$ cat config.mk
export PLATFORM = sky130hd
export DESIGN_NAME = arbitro_prioridade_flat
export DESIGN_NICKNAME = d
export VERILOG_FILES = /design/src/rtl/arbitro_pkg.sv /design/src/rtl/arbitro_prioridade_if.sv /design/src/rtl/arbitro_prioridade_seletor.sv /design/src/rtl/arbitro_prioridade.sv /design/src/flat_wrapper.sv
export SDC_FILE = /design/constraint.sdc
export NUM_CORES = 1
export LEC_CHECK = 0
export CAP_MARGIN = 20
export CORE_MARGIN = 1
export CORE_UTILIZATION = 35
export CTS_BUF_LIST = sky130_fd_sc_hd__clkbuf_4 sky130_fd_sc_hd__clkbuf_8
export DETAILED_ROUTE_END_ITERATION = 16
export PLACE_DENSITY = 0.51
export SLEW_MARGIN = 20
export SYNTH_ARGS = -nofsm -noshare
export SYNTH_HDL_FRONTEND = slang
export SYNTH_SLANG_ARGS = --single-unit
$ cat constraint.sdc
create_clock -name clk -period 8.3 [get_ports clk]
set_clock_uncertainty 0.15 [all_clocks]
set_input_delay 1.66 -clock clk [delete_from_list [all_inputs] [get_ports clk]]
set_output_delay 1.66 -clock clk [all_outputs]
set_load 0.005 [all_outputs]
$ cat src/rtl/arbitro_pkg.sv
// Shared types and helpers for the profile-priority arbiter.
// State encoding, index-width helper and default parameters.
package arbitro_pkg;

  typedef enum logic [1:0] {
    LIVRE     = 2'd0,
    CONCEDIDO = 2'd1,
    TROCA     = 2'd2
  } estado_t;

  localparam int N_IF_DEF     = 4;
  localparam int PERFIL_W_DEF = 3;
  localparam int HOLD_MAX_DEF = 16;

  function automatic int idx_w(input int n);
    return (n > 2) ? $clog2(n) : 1;
  endfunction

endpackage

$ cat src/rtl/arbitro_prioridade_if.sv
// Request/grant bundle between interface logic and the arbiter.
// master = requesters, slave = arbiter.
interface arbitro_prioridade_if
  import arbitro_pkg::*;
#(
  parameter int N_IF     = N_IF_DEF,
  parameter int PERFIL_W = PERFIL_W_DEF
);

  localparam int IDX_W = idx_w(N_IF);

  logic [N_IF-1:0]          req;
  logic [N_IF*PERFIL_W-1:0] perfil;
  logic [N_IF-1:0]          concede;
  logic [IDX_W-1:0]         concede_idx;
  logic                     ocupado;
  logic [PERFIL_W-1:0]      perfil_atual;
  logic                     preempcao;

  modport master (
    output req, perfil,
    input  concede, concede_idx, ocupado,
    input  perfil_atual, preempcao
  );

  modport slave (
    input  req, perfil,
    output concede, concede_idx, ocupado,
    output perfil_atual, preempcao
  );

endinterface

$ cat src/rtl/arbitro_prioridade_seletor.sv
// Combinational winner search: max profile, round-robin tie break,
// plus strongest competitor other than the current owner.
module seletor_prioridade
  import arbitro_pkg::*;
#(
  parameter int N_IF     = N_IF_DEF,
  parameter int PERFIL_W = PERFIL_W_DEF,
  parameter int IDX_W    = idx_w(N_IF)
) (
  input  logic [N_IF-1:0]          req_i,
  input  logic [N_IF*PERFIL_W-1:0] perfil_i,
  input  logic [IDX_W-1:0]         rr_ptr_i,
  input  logic [IDX_W-1:0]         owner_i,
  output logic [IDX_W-1:0]         win_idx_o,
  output logic                     win_vld_o,
  output logic [PERFIL_W-1:0]      win_perfil_o,
  output logic                     comp_vld_o,
  output logic [PERFIL_W-1:0]      comp_max_o
);

  logic [PERFIL_W-1:0] pf [N_IF];
  logic [PERFIL_W-1:0] max_p;
  logic                found;

  always_comb begin
    for (int i = 0; i < N_IF; i++)
      pf[i] = perfil_i[i*PERFIL_W +: PERFIL_W];
  end

  always_comb begin
    max_p      = '0;
    win_vld_o  = 1'b0;
    comp_vld_o = 1'b0;
    comp_max_o = '0;
    for (int i = 0; i < N_IF; i++) begin
      if (req_i[i]) begin
        win_vld_o = 1'b1;
        if (pf[i] > max_p)
          max_p = pf[i];
        if (IDX_W'(i) != owner_i) begin
          comp_vld_o = 1'b1;
          if (pf[i] > comp_max_o)
            comp_max_o = pf[i];
        end
      end
    end
  end

  // search starts just after the last owner, wrapping around
  always_comb begin
    found     = 1'b0;
    win_idx_o = '0;
    for (int k = 1; k <= N_IF; k++) begin
      int j;
      j = int'(rr_ptr_i) + k;
      if (j >= N_IF)
        j = j - N_IF;
      if (!found && req_i[j] && pf[j] == max_p) begin
        found     = 1'b1;
        win_idx_o = IDX_W'(j);
      end
    end
  end

  assign win_perfil_o = max_p;

endmodule

$ cat src/rtl/arbitro_prioridade.sv
// Profile-priority arbiter: grant/hold/release FSM with round-robin
// tie break, hold-limit preemption and a one-cycle turnaround gap.
module arbitro_prioridade
  import arbitro_pkg::*;
#(
  parameter int N_IF     = N_IF_DEF,
  parameter int PERFIL_W = PERFIL_W_DEF,
  parameter int HOLD_MAX = HOLD_MAX_DEF
) (
  input  logic clk,
  input  logic rst,
  arbitro_prioridade_if.slave bus
);

  localparam int IDX_W = idx_w(N_IF);
  localparam int HC_W  = (HOLD_MAX > 2) ? $clog2(HOLD_MAX) : 1;
  localparam logic [HC_W-1:0] HOLD_LIM =
    (HOLD_MAX == 0) ? {HC_W{1'b1}} : HC_W'(HOLD_MAX - 1);
  localparam logic [N_IF-1:0] ONE = N_IF'(1);

  estado_t             state_q;
  logic [N_IF-1:0]     concede_q;
  logic [IDX_W-1:0]    idx_q;
  logic [IDX_W-1:0]    rr_q;
  logic [PERFIL_W-1:0] perfil_q;
  logic                preempt_q;
  logic [HC_W-1:0]     hold_q;

  logic [IDX_W-1:0]    win_idx;
  logic                win_vld;
  logic [PERFIL_W-1:0] win_perfil;
  logic                comp_vld;
  logic [PERFIL_W-1:0] comp_max;
  logic                owner_req;
  logic                preempt_ok;

  seletor_prioridade #(
    .N_IF     (N_IF),
    .PERFIL_W (PERFIL_W),
    .IDX_W    (IDX_W)
  ) u_sel (
    .req_i        (bus.req),
    .perfil_i     (bus.perfil),
    .rr_ptr_i     (rr_q),
    .owner_i      (idx_q),
    .win_idx_o    (win_idx),
    .win_vld_o    (win_vld),
    .win_perfil_o (win_perfil),
    .comp_vld_o   (comp_vld),
    .comp_max_o   (comp_max)
  );

  assign owner_req  = bus.req[idx_q];
  assign preempt_ok = (HOLD_MAX != 0) && (hold_q == HOLD_LIM) &&
                      comp_vld && (comp_max >= perfil_q);

  always_ff @(posedge clk) begin
    if (rst) begin
      state_q   <= LIVRE;
      concede_q <= '0;
      idx_q     <= '0;
      rr_q      <= IDX_W'(N_IF - 1);
      perfil_q  <= '0;
      preempt_q <= 1'b0;
      hold_q    <= '0;
    end else begin
      preempt_q <= 1'b0;
      unique case (state_q)
        LIVRE, TROCA: begin
          if (win_vld) begin
            state_q   <= CONCEDIDO;
            concede_q <= ONE << win_idx;
            idx_q     <= win_idx;
            rr_q      <= win_idx;
            perfil_q  <= win_perfil;
            hold_q    <= '0;
          end else begin
            state_q   <= LIVRE;
            concede_q <= '0;
          end
        end
        CONCEDIDO: begin
          // release takes precedence over preemption
          if (!owner_req) begin
            state_q   <= TROCA;
            concede_q <= '0;
          end else if (preempt_ok) begin
            state_q   <= TROCA;
            concede_q <= '0;
            preempt_q <= 1'b1;
          end else if (hold_q != HOLD_LIM) begin
            hold_q <= hold_q + 1'b1;
          end
        end
        default: begin
          state_q   <= LIVRE;
          concede_q <= '0;
        end
      endcase
    end
  end

  assign bus.concede      = concede_q;
  assign bus.concede_idx  = idx_q;
  assign bus.ocupado      = (state_q == CONCEDIDO);
  assign bus.perfil_atual = perfil_q;
  assign bus.preempcao    = preempt_q;

endmodule

$ cat src/flat_wrapper.sv
// flat-port wrapper written by rule: the top's interface ports become plain ports
module arbitro_prioridade_flat import arbitro_pkg::*;
#(
  parameter int N_IF     = N_IF_DEF,
  parameter int PERFIL_W = PERFIL_W_DEF,
  parameter int HOLD_MAX = HOLD_MAX_DEF
)
  (clk, rst, bus_req, bus_perfil, bus_concede, bus_concede_idx, bus_ocupado, bus_perfil_atual, bus_preempcao);
  arbitro_prioridade_if #(.N_IF(N_IF), .PERFIL_W(PERFIL_W)) bus_i ();
  input  logic clk;
  input  logic rst;
  input wire logic [$bits(bus_i.req)-1:0] bus_req;
  input wire logic [$bits(bus_i.perfil)-1:0] bus_perfil;
  output wire logic [$bits(bus_i.concede)-1:0] bus_concede;
  output wire logic [$bits(bus_i.concede_idx)-1:0] bus_concede_idx;
  output wire logic [$bits(bus_i.ocupado)-1:0] bus_ocupado;
  output wire logic [$bits(bus_i.perfil_atual)-1:0] bus_perfil_atual;
  output wire logic [$bits(bus_i.preempcao)-1:0] bus_preempcao;
  assign bus_i.req = bus_req;
  assign bus_i.perfil = bus_perfil;
  assign bus_concede = bus_i.concede;
  assign bus_concede_idx = bus_i.concede_idx;
  assign bus_ocupado = bus_i.ocupado;
  assign bus_perfil_atual = bus_i.perfil_atual;
  assign bus_preempcao = bus_i.preempcao;
  arbitro_prioridade #(.N_IF(N_IF), .PERFIL_W(PERFIL_W), .HOLD_MAX(HOLD_MAX)) u_core (.clk(clk), .rst(rst), .bus(bus_i));
endmodule
# --- After elaboration in Yosys (flattened, before gate mapping) ---
# Cells that the tools add are included.
classes:
  n_addsub: 9
  order_cmp: 21
  eq_ne: 16
  shifts: 1
  muxes: 82
  bitwise: 6
  n_reduce_logical: 19
op_table:
  columns: ["operator", "n"]
  rows:
  - ["32-bit by 3-bit >= comparator with 1-bit output, second input constant", 4]
  - ["32-bit by 4-bit less-than comparator with 1-bit output, second input constant", 4]
  - ["32-bit two-way mux", 4]
  - ["32-bit NOT", 4]
  - ["3-bit two-way mux", 27]
  - ["4-bit two-way mux", 7]
  - ["1-bit two-way mux", 26]
  - ["3-bit binary-select mux with 2-bit select", 4]
  - ["3-bit > comparator", 6]
  - ["4-bit case mux with 2 select lines", 2]
  - ["3-bit == test", 4]
  - ["2-bit two-way mux", 6]
  - ["3-bit by 3-bit subtractor with 4-bit output, second input constant", 3]
  - ["1-bit binary-select mux with 2-bit select", 5]
  - ["3-bit >= comparator, second input constant", 3]
  - ["1-bit logical AND", 9]
  - ["2-bit by 2-bit adder with 3-bit output, second input constant", 2]
  - ["5-bit AND reduction", 1]
  - ["4-bit by 3-bit subtractor with 5-bit output, second input constant", 1]
  - ["2-bit by 3-bit adder with 4-bit output, second input constant", 1]
  - ["4-bit by 1-bit adder with 4-bit output, second input constant", 1]
  - ["4-bit == test, second input constant", 1]
  - ["4-bit by 3-bit >= comparator with 1-bit output, second input constant", 1]
  - ["2-bit by 1-bit != test with 1-bit output, second input constant", 2]
  - ["other kinds (20)", 26]
totals:
  regBits: 18
  input_bits: 18
  output_inout_bits: 11
  elab_cells: 161

# --- Depth between registers and ports, before layout ---
# Gate-level depths: netlist of the first run.
depth:
  word_depth: 30
  depth_mapped: 36
  ltp_nobuf: 35

# --- Hierarchy ---
# From an unflattened synthesis of the first run, not the netlist that was laid out.
unflattened:
  cells_unflattened: 302
  hier_area_um2: 2508.7
by_module_without_submodules:
  columns: ["module", "n_inst", "cells_per_inst", "area_each_um2", "seq_area_each_um2"]
  rows:
  - ["seletor_prioridade", 1, 205, 1674.1, 0.0]
  - ["arbitro_prioridade", 1, 97, 834.6, 360.3]

# --- Worst setup path before layout of the first run ---
# No wires, ideal clock.
synth_path:
  kind: "input to register"
  from: "input port bus_req[0]"
  to: "register u_core.hold_q[3]"
  setup_time_ns: 0.078
  arrival_time_ns: 6.750
  required_time_ns: 8.072
  slack_ns: 1.321
  stages: 32
  n_path_buf: 1
  cell_sequence: "buf_2 -> and2_1 -> and2_1 -> ha_1 -> inv_1 -> a21o_1 -> a21oi_1 -> nor2_1 -> inv_1 -> a31oi_1 -> mux2_2 -> ha_1 -> nor2b_1 -> o21ai_0 -> a21oi_1 -> inv_1 -> a31oi_1 -> mux2i_1 -> ha_1 -> a21o_1 -> a21oi_1 -> a311oi_1 -> mux2i_1 -> ha_1 -> nand2b_1 -> a21o_1 -> a21oi_1 -> o31ai_1 -> a21oi_1 -> nand4_1 -> xor2_1 -> nor3_1"
synth_between:
  elab_chain_cells: 17
  elab_cells_between_ends: 33
  cone_classes: "4 x order compare; 3 x eq/ne; 23 x mux; 3 x reduce/logical"
synth_rtl:
  columns: ["item", "line", "source"]
  rows:
  - ["from (decl)", "flat_wrapper.sv:12", "input wire logic [$bits(bus_i.req)-1:0] bus_req;"]
  - ["3-bit two-way mux", "arbitro_prioridade_seletor.sv:36", "if (req_i[i]) begin"]
  - ["3-bit > comparator", "arbitro_prioridade_seletor.sv:42", "if (pf[i] > comp_max_o)"]
  - ["3-bit two-way mux", "arbitro_prioridade_seletor.sv:42", null]
  - ["3-bit two-way mux", "arbitro_prioridade_seletor.sv:40", "if (IDX_W'(i) != owner_i) begin"]
  - ["3-bit two-way mux", "arbitro_prioridade_seletor.sv:36", null]
  - ["3-bit > comparator", "arbitro_prioridade_seletor.sv:42", null]
  - ["3-bit two-way mux", "arbitro_prioridade_seletor.sv:42", null]
  - ["3-bit two-way mux", "arbitro_prioridade_seletor.sv:40", null]
  - ["3-bit two-way mux", "arbitro_prioridade_seletor.sv:36", null]
  - ["3-bit > comparator", "arbitro_prioridade_seletor.sv:42", null]
  - ["3-bit two-way mux", "arbitro_prioridade_seletor.sv:42", null]
  - ["3-bit two-way mux", "arbitro_prioridade_seletor.sv:40", null]
  - ["3-bit two-way mux", "arbitro_prioridade_seletor.sv:36", null]
  - ["3-bit >= comparator", "arbitro_prioridade.sv:55", "comp_vld && (comp_max >= perfil_q);"]
  - ["1-bit logical AND", "arbitro_prioridade.sv:55", null]
  - ["2-bit != test (no line)", null, null]
  - ["5-bit AND reduction (no line) (*)", null, null]
  - ["to (signal assigned)", "arbitro_prioridade.sv:92", "hold_q <= hold_q + 1'b1;"]
  - ["to (decl)", "arbitro_prioridade.sv:27", "logic [HC_W-1:0] hold_q;"]
# Mark *: on every way between the ends. The rest lies on a longest branch, timed or not. The select of a mux whose other input is x is not followed.
# A chain may end at the register's enable or synchronous reset.

# --- Worst setup path after layout of the first run ---
layout_path:
  from: "input port bus_perfil[2]"
  to: "register u_core.hold_q[3]"
layout_between:
  elab_chain_cells: 20
layout_rtl:
  columns: ["item", "line", "source"]
  rows:
  - ["from (decl)", "flat_wrapper.sv:13", "input wire logic [$bits(bus_i.perfil)-1:0] bus_perfil;"]
  - ["3-bit by 1-bit > comparator with 1-bit output", "arbitro_prioridade_seletor.sv:42", null]
  - ["3-bit two-way mux (*)", "arbitro_prioridade_seletor.sv:42", null]
  - ["3-bit two-way mux (*)", "arbitro_prioridade_seletor.sv:40", null]
  - ["3-bit two-way mux (*)", "arbitro_prioridade_seletor.sv:36", null]
  - ["3-bit > comparator", "arbitro_prioridade_seletor.sv:42", null]
  - ["3-bit two-way mux", "arbitro_prioridade_seletor.sv:42", null]
  - ["3-bit two-way mux", "arbitro_prioridade_seletor.sv:40", null]
  - ["3-bit two-way mux (*)", "arbitro_prioridade_seletor.sv:36", null]
  - ["(+4 left out)", null, null]
  - ["3-bit > comparator", "arbitro_prioridade_seletor.sv:42", null]
  - ["3-bit two-way mux", "arbitro_prioridade_seletor.sv:42", null]
  - ["3-bit two-way mux", "arbitro_prioridade_seletor.sv:40", null]
  - ["3-bit two-way mux (*)", "arbitro_prioridade_seletor.sv:36", null]
  - ["3-bit >= comparator (*)", "arbitro_prioridade.sv:55", null]
  - ["1-bit logical AND (*)", "arbitro_prioridade.sv:55", null]
  - ["2-bit != test (no line) (*)", null, null]
  - ["5-bit AND reduction (no line) (*)", null, null]
# Mark *: on every way between the ends. The rest lies on a longest branch, timed or not.

==> results of run 1 <==
## per-layer routing
| metal | wire length [µm] | vias to the layer above | GRT usage, % |
|---|---|---|---|
| met2 | 3660 | 98 | 32.4 |
| met3 | 356 | 8 | 1.18 |
| met1 | 3930 | 1238 | 27.8 |
| met5 | 0 | - | 0 |
| li1 | - | 1302 | - |
| met4 | 108 | 0 | 5.74 |
## what timing repair did
action                                 CTS  global route
setup endpoints to repair                0             8
gates resized for setup                  0             3
endpoints found under the hold margin    0             0
## logic make-up (layout without fill, tap and decap cells)
logic type	count (synthesis)	after routing	share of synthesized area (%)
AND/OR/NAND/NOR	111	111	21.4
buffers and inverters	46	68	7.38
multiplexers	21	21	9.47
flip-flops	18	18	13.4
AO/OA/AOI/OAI	103	103	31.7
XOR/XNOR	20	20	6.50
adder cells (fa/ha/maj)	22	22	10.2
## worst max path at each step
stage	start	endpoint	slack, ns
2_1_floorplan	bus_req[0]	u_core.hold_q[3]	1.32
5_1_grt	bus_perfil[2]	u_core.hold_q[3]	0.006
4_1_cts	bus_req[0]	u_core.hold_q[3]	0.23
3_3_place_gp	bus_req[0]	u_core.hold_q[3]	0.1
3_5_place_dp	bus_req[0]	u_core.hold_q[3]	0.001
6_report	bus_perfil[2]	u_core.hold_q[3]	0.45
## state kept, by name, summed over array words and instances, names as in the netlist
signal / cells
u_core.bus.concede: 4
u_core.state_q: 2
u_core.bus.perfil_atual: 3
u_core.hold_q: 4
u_core.bus.preempcao: 1
u_core.rr_q: 2
u_core.bus.concede_idx: 2
## power groups by stage
stage	Clock [W]	Sequential (W)	Combinational, W
2_1_floorplan	0	0.000108	0.000305
3_3_place_gp	0	0.000119	0.000393
3_5_place_dp	0	0.000120	0.000392
4_1_cts	0.0000736	0.000117	0.000395
5_1_grt	0.0000783	0.000120	0.000440
6_report	0.0000729	0.000118	0.000401
## critical path: cells and delay by family
kind	cells	cell delay (ns)
buf+inv	5	0.97
fa+ha+maj	4	1.25
compound gates	13	2.24
mux	2	0.52
xor+xnor	1	0.16
simple gates	8	1.10
## area by class of cell
type / instances / area (µm²) / share of cell area, %
flip-flops and latches: 18 / 360 / 11.5
well taps: 99 / 124 / 3.96
clock buffers: 4 / 55.1 / 1.76
repair buffers: 35 / 335 / 10.7
inverters: 29 / 109 / 3.48
multi-input cells: 277 / 2150 / 68.6
## cells in the final DEF (no fill, tap or decap), types with 8 or more instances in the layout
cell type         n
a21o_1            8
a21oi_1          16
clkdlybuf4s50_1  27
dfxtp_1          18
ha_1             22
inv_1            27
mux2i_1          15
nand2_1          31
nand3_1          13
nor2_1           22
nor3_1           11
o21ai_0          17
xnor2_1          13
## cells in the mapped netlist, types with 3 or more instances
cell type and n:
a32o_1 3, and2_1 3, and3_1 3, nand3_1 13, o21ai_0 17, nand2b_1 7, xnor2_1 13, nand2_1 31
a21oi_1 17, dfxtp_1 18, inv_1 27, buf_2 6, a31oi_1 5, o211ai_1 4, nand4_1 4, a21o_1 8
a211o_1 3, a211oi_1 7, o21ai_2 4, xor2_1 7, ha_1 22, nor3_1 11, nor2_1 22, mux4_2 3
clkbuf_1 7, mux2i_1 15
## per-stage QoR
stage | instances | worst slack, ns | power (W)
floorplan | 341 | 1.32 | 0.000413
global placement | 458 | 0.0994 | 0.000512
detailed placement | 458 | 0.000987 | 0.000512
CTS | 462 | 0.232 | 0.000586
global route | 462 | 0.00607 | 0.000638
finish | 462 | 0.448 | 0.000592
==> impl_metrics.env, run 1 <==
export IMPL_vias_per_cell=5.73
export IMPL_holdWs_ns=0.314
export IMPL_ir_drop_v=0.000111
export IMPL_grt_max_degree=29
export IMPL_dr_pass1_iters=5
export IMPL_grt_use_total_pct=19.8
export IMPL_p_clk_share_pct=12.3
export IMPL_ys_flop_type="dfxtp_1"
export IMPL_cp_max_fo=5
export IMPL_insertion_delay_ns=0.26
export IMPL_nets=404
export IMPL_critPathMaxStageDelay_ns=0.61
export IMPL_syn_cell_area_mm2=0.00270
export IMPL_drv_slew=0
export IMPL_synth_seq_area_share_pct=13.4
export IMPL_p_per_area_mw_per_mm2=189
export IMPL_ys_types=71
export IMPL_avgSynthCellArea_um2=7.90
export IMPL_dp_hpwl_um=6240
export IMPL_power_internal_w=0.000310
export IMPL_ys_top_cells_by_area="dfxtp_1, ha_1, mux2i_1"
export IMPL_rsz0062_at_grt="no"
export IMPL_gr_total_overflow=0
export IMPL_routedWlPerCell_um=17.4
export IMPL_syn_to_final_growth_pct=16.1
export IMPL_root_buffer="clkbuf_8"
export IMPL_synth_async_sr_flop_share_pct=0
export IMPL_drc_errors=0
export IMPL_fmax_mhz=127
export IMPL_fillCellCount=751
export IMPL_fin_util_pct=42.7
export IMPL_clk_pin_slew_ns=0.07
export IMPL_tightestPinTransition_ns=0.679
export IMPL_dieHeight_um=89.8
export IMPL_fp_coreArea_mm2=0.00733
export IMPL_cts_sinks=18
export IMPL_maxCapViolCount=0
export IMPL_r2r_start="u_core.bus.concede_idx[0]"
export IMPL_critPathCaptureType="flop"
export IMPL_rows=31
export IMPL_slew_limit_headroom_pct=54.7
export IMPL_startpoint_type="input port"
export IMPL_post_cts_buffers=0
export IMPL_setup_viol=0
export IMPL_path_class="input port to flop"
export IMPL_ys_seq_elements=18
export IMPL_worstHoldStart="u_core.bus.concede[3]"
export IMPL_wl_um=8050
export IMPL_hold_buffers=0
export IMPL_cp_slowest_cell="clkdlybuf4s50_1"
export IMPL_min_to="u_core.bus.concede[3]"
export IMPL_yosys_area_top_type_share_pct=13.4
export IMPL_finalHoldViolations=0
export IMPL_period_share_pct=94.6
export IMPL_leakage_nw=1.29
export IMPL_min_path_cells=2
export IMPL_ios=29
export IMPL_vias=2646
export IMPL_synth_warnings=0
export IMPL_synth_fp_nets=381
export IMPL_cts_path_max_buffers=2
export IMPL_port_buffers=28
export IMPL_cts_tree="yes"
export IMPL_final_setup_tns_ns=0
export IMPL_status="complete, no violations"
export IMPL_diodes=0
export IMPL_grt_first_pass_wirelength_um=12800
export IMPL_hold_class="flop to flop"
export IMPL_synth_cells=341
export IMPL_power_switching_w=0.000282
export IMPL_required_ns=8.33
export IMPL_r2r_slack_ns=1.90
export IMPL_cts_max_level=1
export IMPL_combPwrFrac_pct=67.8
export IMPL_chipWidth_um=89.8
export IMPL_grt_antenna_before_repair=0
export IMPL_placed_area_mm2=0.00306
export IMPL_switching_share_pct=47.6
export IMPL_final_min_clock_period_ns=7.85
export IMPL_cts_buffers_inserted=3
export IMPL_grt_pass1_vias=2442
export IMPL_drive_gt1_share_pct=14.3
export IMPL_synth_edf_count=0
export IMPL_drtAntennaViolNets=0
export IMPL_initial_core_util_pct=36.8
export IMPL_fin_area_mm2=0.00313
export IMPL_die_area_mm2=0.00806
export IMPL_timing_rr_end="u_core.hold_q[3]"
export IMPL_drt_initial_drc_count=169
export IMPL_r2r_cells=32
export IMPL_synth_top_area_cell="dfxtp_1"
export IMPL_gp_congestion=0.854
export IMPL_pwr_share_seq_pct=19.9
export IMPL_crit_arrival_ns=7.88
No activity file was read; power rests on OpenSTA's default activity.
==> run 2, diff against run 1 <==
- CORE_MARGIN: 1 -> unset
==> results of run 2 <==
Final layout, timing and power as in run 1 (identical DEF).
==> run 3, diff against run 2 <==
- DONT_BUFFER_PORTS: unset -> 1
- PLACE_DENSITY: 0.51 -> 0.46
==> run 3 against run 2 <==
  * Clock power fell by 1%
  * Highest routed layer unchanged
  * Register-to-register slack got worse by 0.14 ns
  * Sequential cell count did not move
  * Largest cell class unchanged
  * Critical path type unchanged
==> impl_metrics.env, run 3 (synthesis gave the netlist of run 1 again) <==
export IMPL_status="complete, no violations"
export IMPL_critPathCaptureType="flop"
export IMPL_layout_commonest_cell="nand2_1"
export IMPL_r2r_slack_ns=1.76
export IMPL_rows=31
export IMPL_gr_total_overflow=0
export IMPL_gr_usage_met1_pct=25.7
export IMPL_drtAntennaViolNets=0
export IMPL_tightestPinTransition_ns=0.665
export IMPL_post_cts_resized=0
export IMPL_path_class="input port to flop"
export IMPL_cts_path_max_buffers=2
export IMPL_grt_pass1_vias=2394
export IMPL_wl_um=7400
export IMPL_cp_slowest_cell="a311oi_1"
export IMPL_min_path_cells=2
export IMPL_timing_rr_end="u_core.hold_q[3]"
export IMPL_ios=29
export IMPL_cp_num_buf_inv=4
export IMPL_grt_antenna_before_repair=0
export IMPL_port_buffers=0
export IMPL_dieHeight_um=89.8
export IMPL_post_cts_buffers=0
export IMPL_diodes=0
export IMPL_period_share_pct=87.8
export IMPL_required_ns=8.33
export IMPL_r2r_cells=32
export IMPL_hold_buffers=0
export IMPL_chipWidth_um=89.8
export IMPL_crit_top_cell="a21oi_1"
export IMPL_r2r_start="u_core.bus.concede_idx[0]"
export IMPL_fin_util_pct=38.3
export IMPL_path_delay_family="compound AO/OA/AOI/OAI gates"
export IMPL_final_min_clock_period_ns=7.29
export IMPL_initial_core_util_pct=36.8
export IMPL_final_setup_tns_ns=0
export IMPL_drv_slew=0
export IMPL_grt_busiest_layer="met2"
export IMPL_maxCapViolCount=0
export IMPL_finalHoldViolations=0
export IMPL_ir_drop_v=0.000127
export IMPL_setup_viol=0
export IMPL_grt_met2_usage_pct=31.5
export IMPL_rsz0062_at_grt="no"
export IMPL_seqCellArea_um2=360
export IMPL_gp_congestion=0.815
export IMPL_vias_per_cell=5.68
export IMPL_worstHoldStart="u_core.bus.concede[2]"
export IMPL_root_buffer="clkbuf_8"
export IMPL_hold_class="flop to flop"
export IMPL_grt_use_total_pct=18.9
export IMPL_drive_gt1_share_pct=13.9
export IMPL_leakage_nw=1.15
export IMPL_syn_to_final_growth_pct=4.13
export IMPL_drt_initial_drc_count=162
export IMPL_p_per_area_mw_per_mm2=194
export IMPL_startpoint_type="input port"
export IMPL_grt_first_pass_wirelength_um=12400
export IMPL_nets=372
export IMPL_cts_sinks=18
export IMPL_drc_errors=0
export IMPL_fp_coreArea_mm2=0.00733
export IMPL_insertion_delay_ns=0.26
export IMPL_dp_hpwl_um=5940
export IMPL_critPathMaxStageDelay_ns=0.51
export IMPL_die_area_mm2=0.00806
export IMPL_crit_arrival_ns=7.32
export IMPL_fmax_mhz=137
export IMPL_cts_buffers_inserted=3
export IMPL_cts_max_level=1
export IMPL_use_met3_pct=2.28
export IMPL_clk_pin_slew_ns=0.07
export IMPL_multi_input_area_mm2=0.00214
export IMPL_cp_max_fo=9
export IMPL_fillCellCount=782
export IMPL_cts_tree="yes"
export IMPL_min_to="u_core.bus.concede[2]"
export IMPL_slew_limit_headroom_pct=55.6
export IMPL_vias=2442
export IMPL_dr_pass1_iters=4
export IMPL_final_cell_mix="nand2_1, inv_1, nor2_1, ha_1, dfxtp_1"
export IMPL_grt_max_degree=29
export IMPL_routedWlPerCell_um=17.2
[run 3: changes by cell type in the layout (fill, tap and decap cells not counted)]
cell,delta
clkdlybuf4s50_1,-27
buf_4,-4
a21oi_1,+1
a21oi_2,-1
a311oi_1,+1
a311oi_2,-1
dlymetal6s2s_1,-1
[run 3: area by class of cell]
cell class	instances	area share, %
timing repair buffer	3	0.802
clock buffer	4	1.96
sequential	18	12.8
tap	99	4.41
multi-input combinational	277	76.1
inverter	29	3.88
[run 3: how the worst max path moves through the flow]
| stage | startpoint | end | cells past startpoint |
|---|---|---|---|
| 2_1_floorplan | bus_req[0] | u_core.hold_q[3] | 32 |
| 3_3_place_gp | bus_req[0] | u_core.hold_q[3] | 33 |
| 3_5_place_dp | bus_req[0] | u_core.hold_q[3] | 33 |
| 4_1_cts | bus_req[0] | u_core.hold_q[3] | 33 |
| 5_1_grt | bus_req[0] | u_core.hold_q[3] | 32 |
| 6_report | bus_req[0] | u_core.hold_q[3] | 33 |
[run 3: per-layer routing]
layer  share of wire [%]  vias to the layer above
met5                   0                        -
met4                 1.5                        0
met3                 4.2                        9
met2                  46                       44
met1                  48                     1153
li1                    -                     1236
[run 3: worst min-delay path, cell delays in order, from the launching register on]
cell	delay, ns
dfxtp_1	0.35
nand2_1	0.07
o41ai_2	0.05
[run 3: through the flow]
step	total power [W]	cell area, µm²	hold slack [ns]	cells	worst slack (ns)
finish	0.000545	2810	0.337	430	1.01
global route	0.000595	2810	0.362	430	0.327
CTS	0.000550	2810	0.340	430	0.971
detailed placement	0.000475	2750	0.322	426	0.707
global placement	0.000475	2750	0.323	426	0.750
floorplan	0.000413	2700	0.302	341	1.32
[run 3: power by group]
group	switching, W	internal, W
Combinational	0.000209	0.000145
Sequential	0.0000203	0.0000990
Clock	0.0000299	0.0000422
Total	0.000259	0.000286
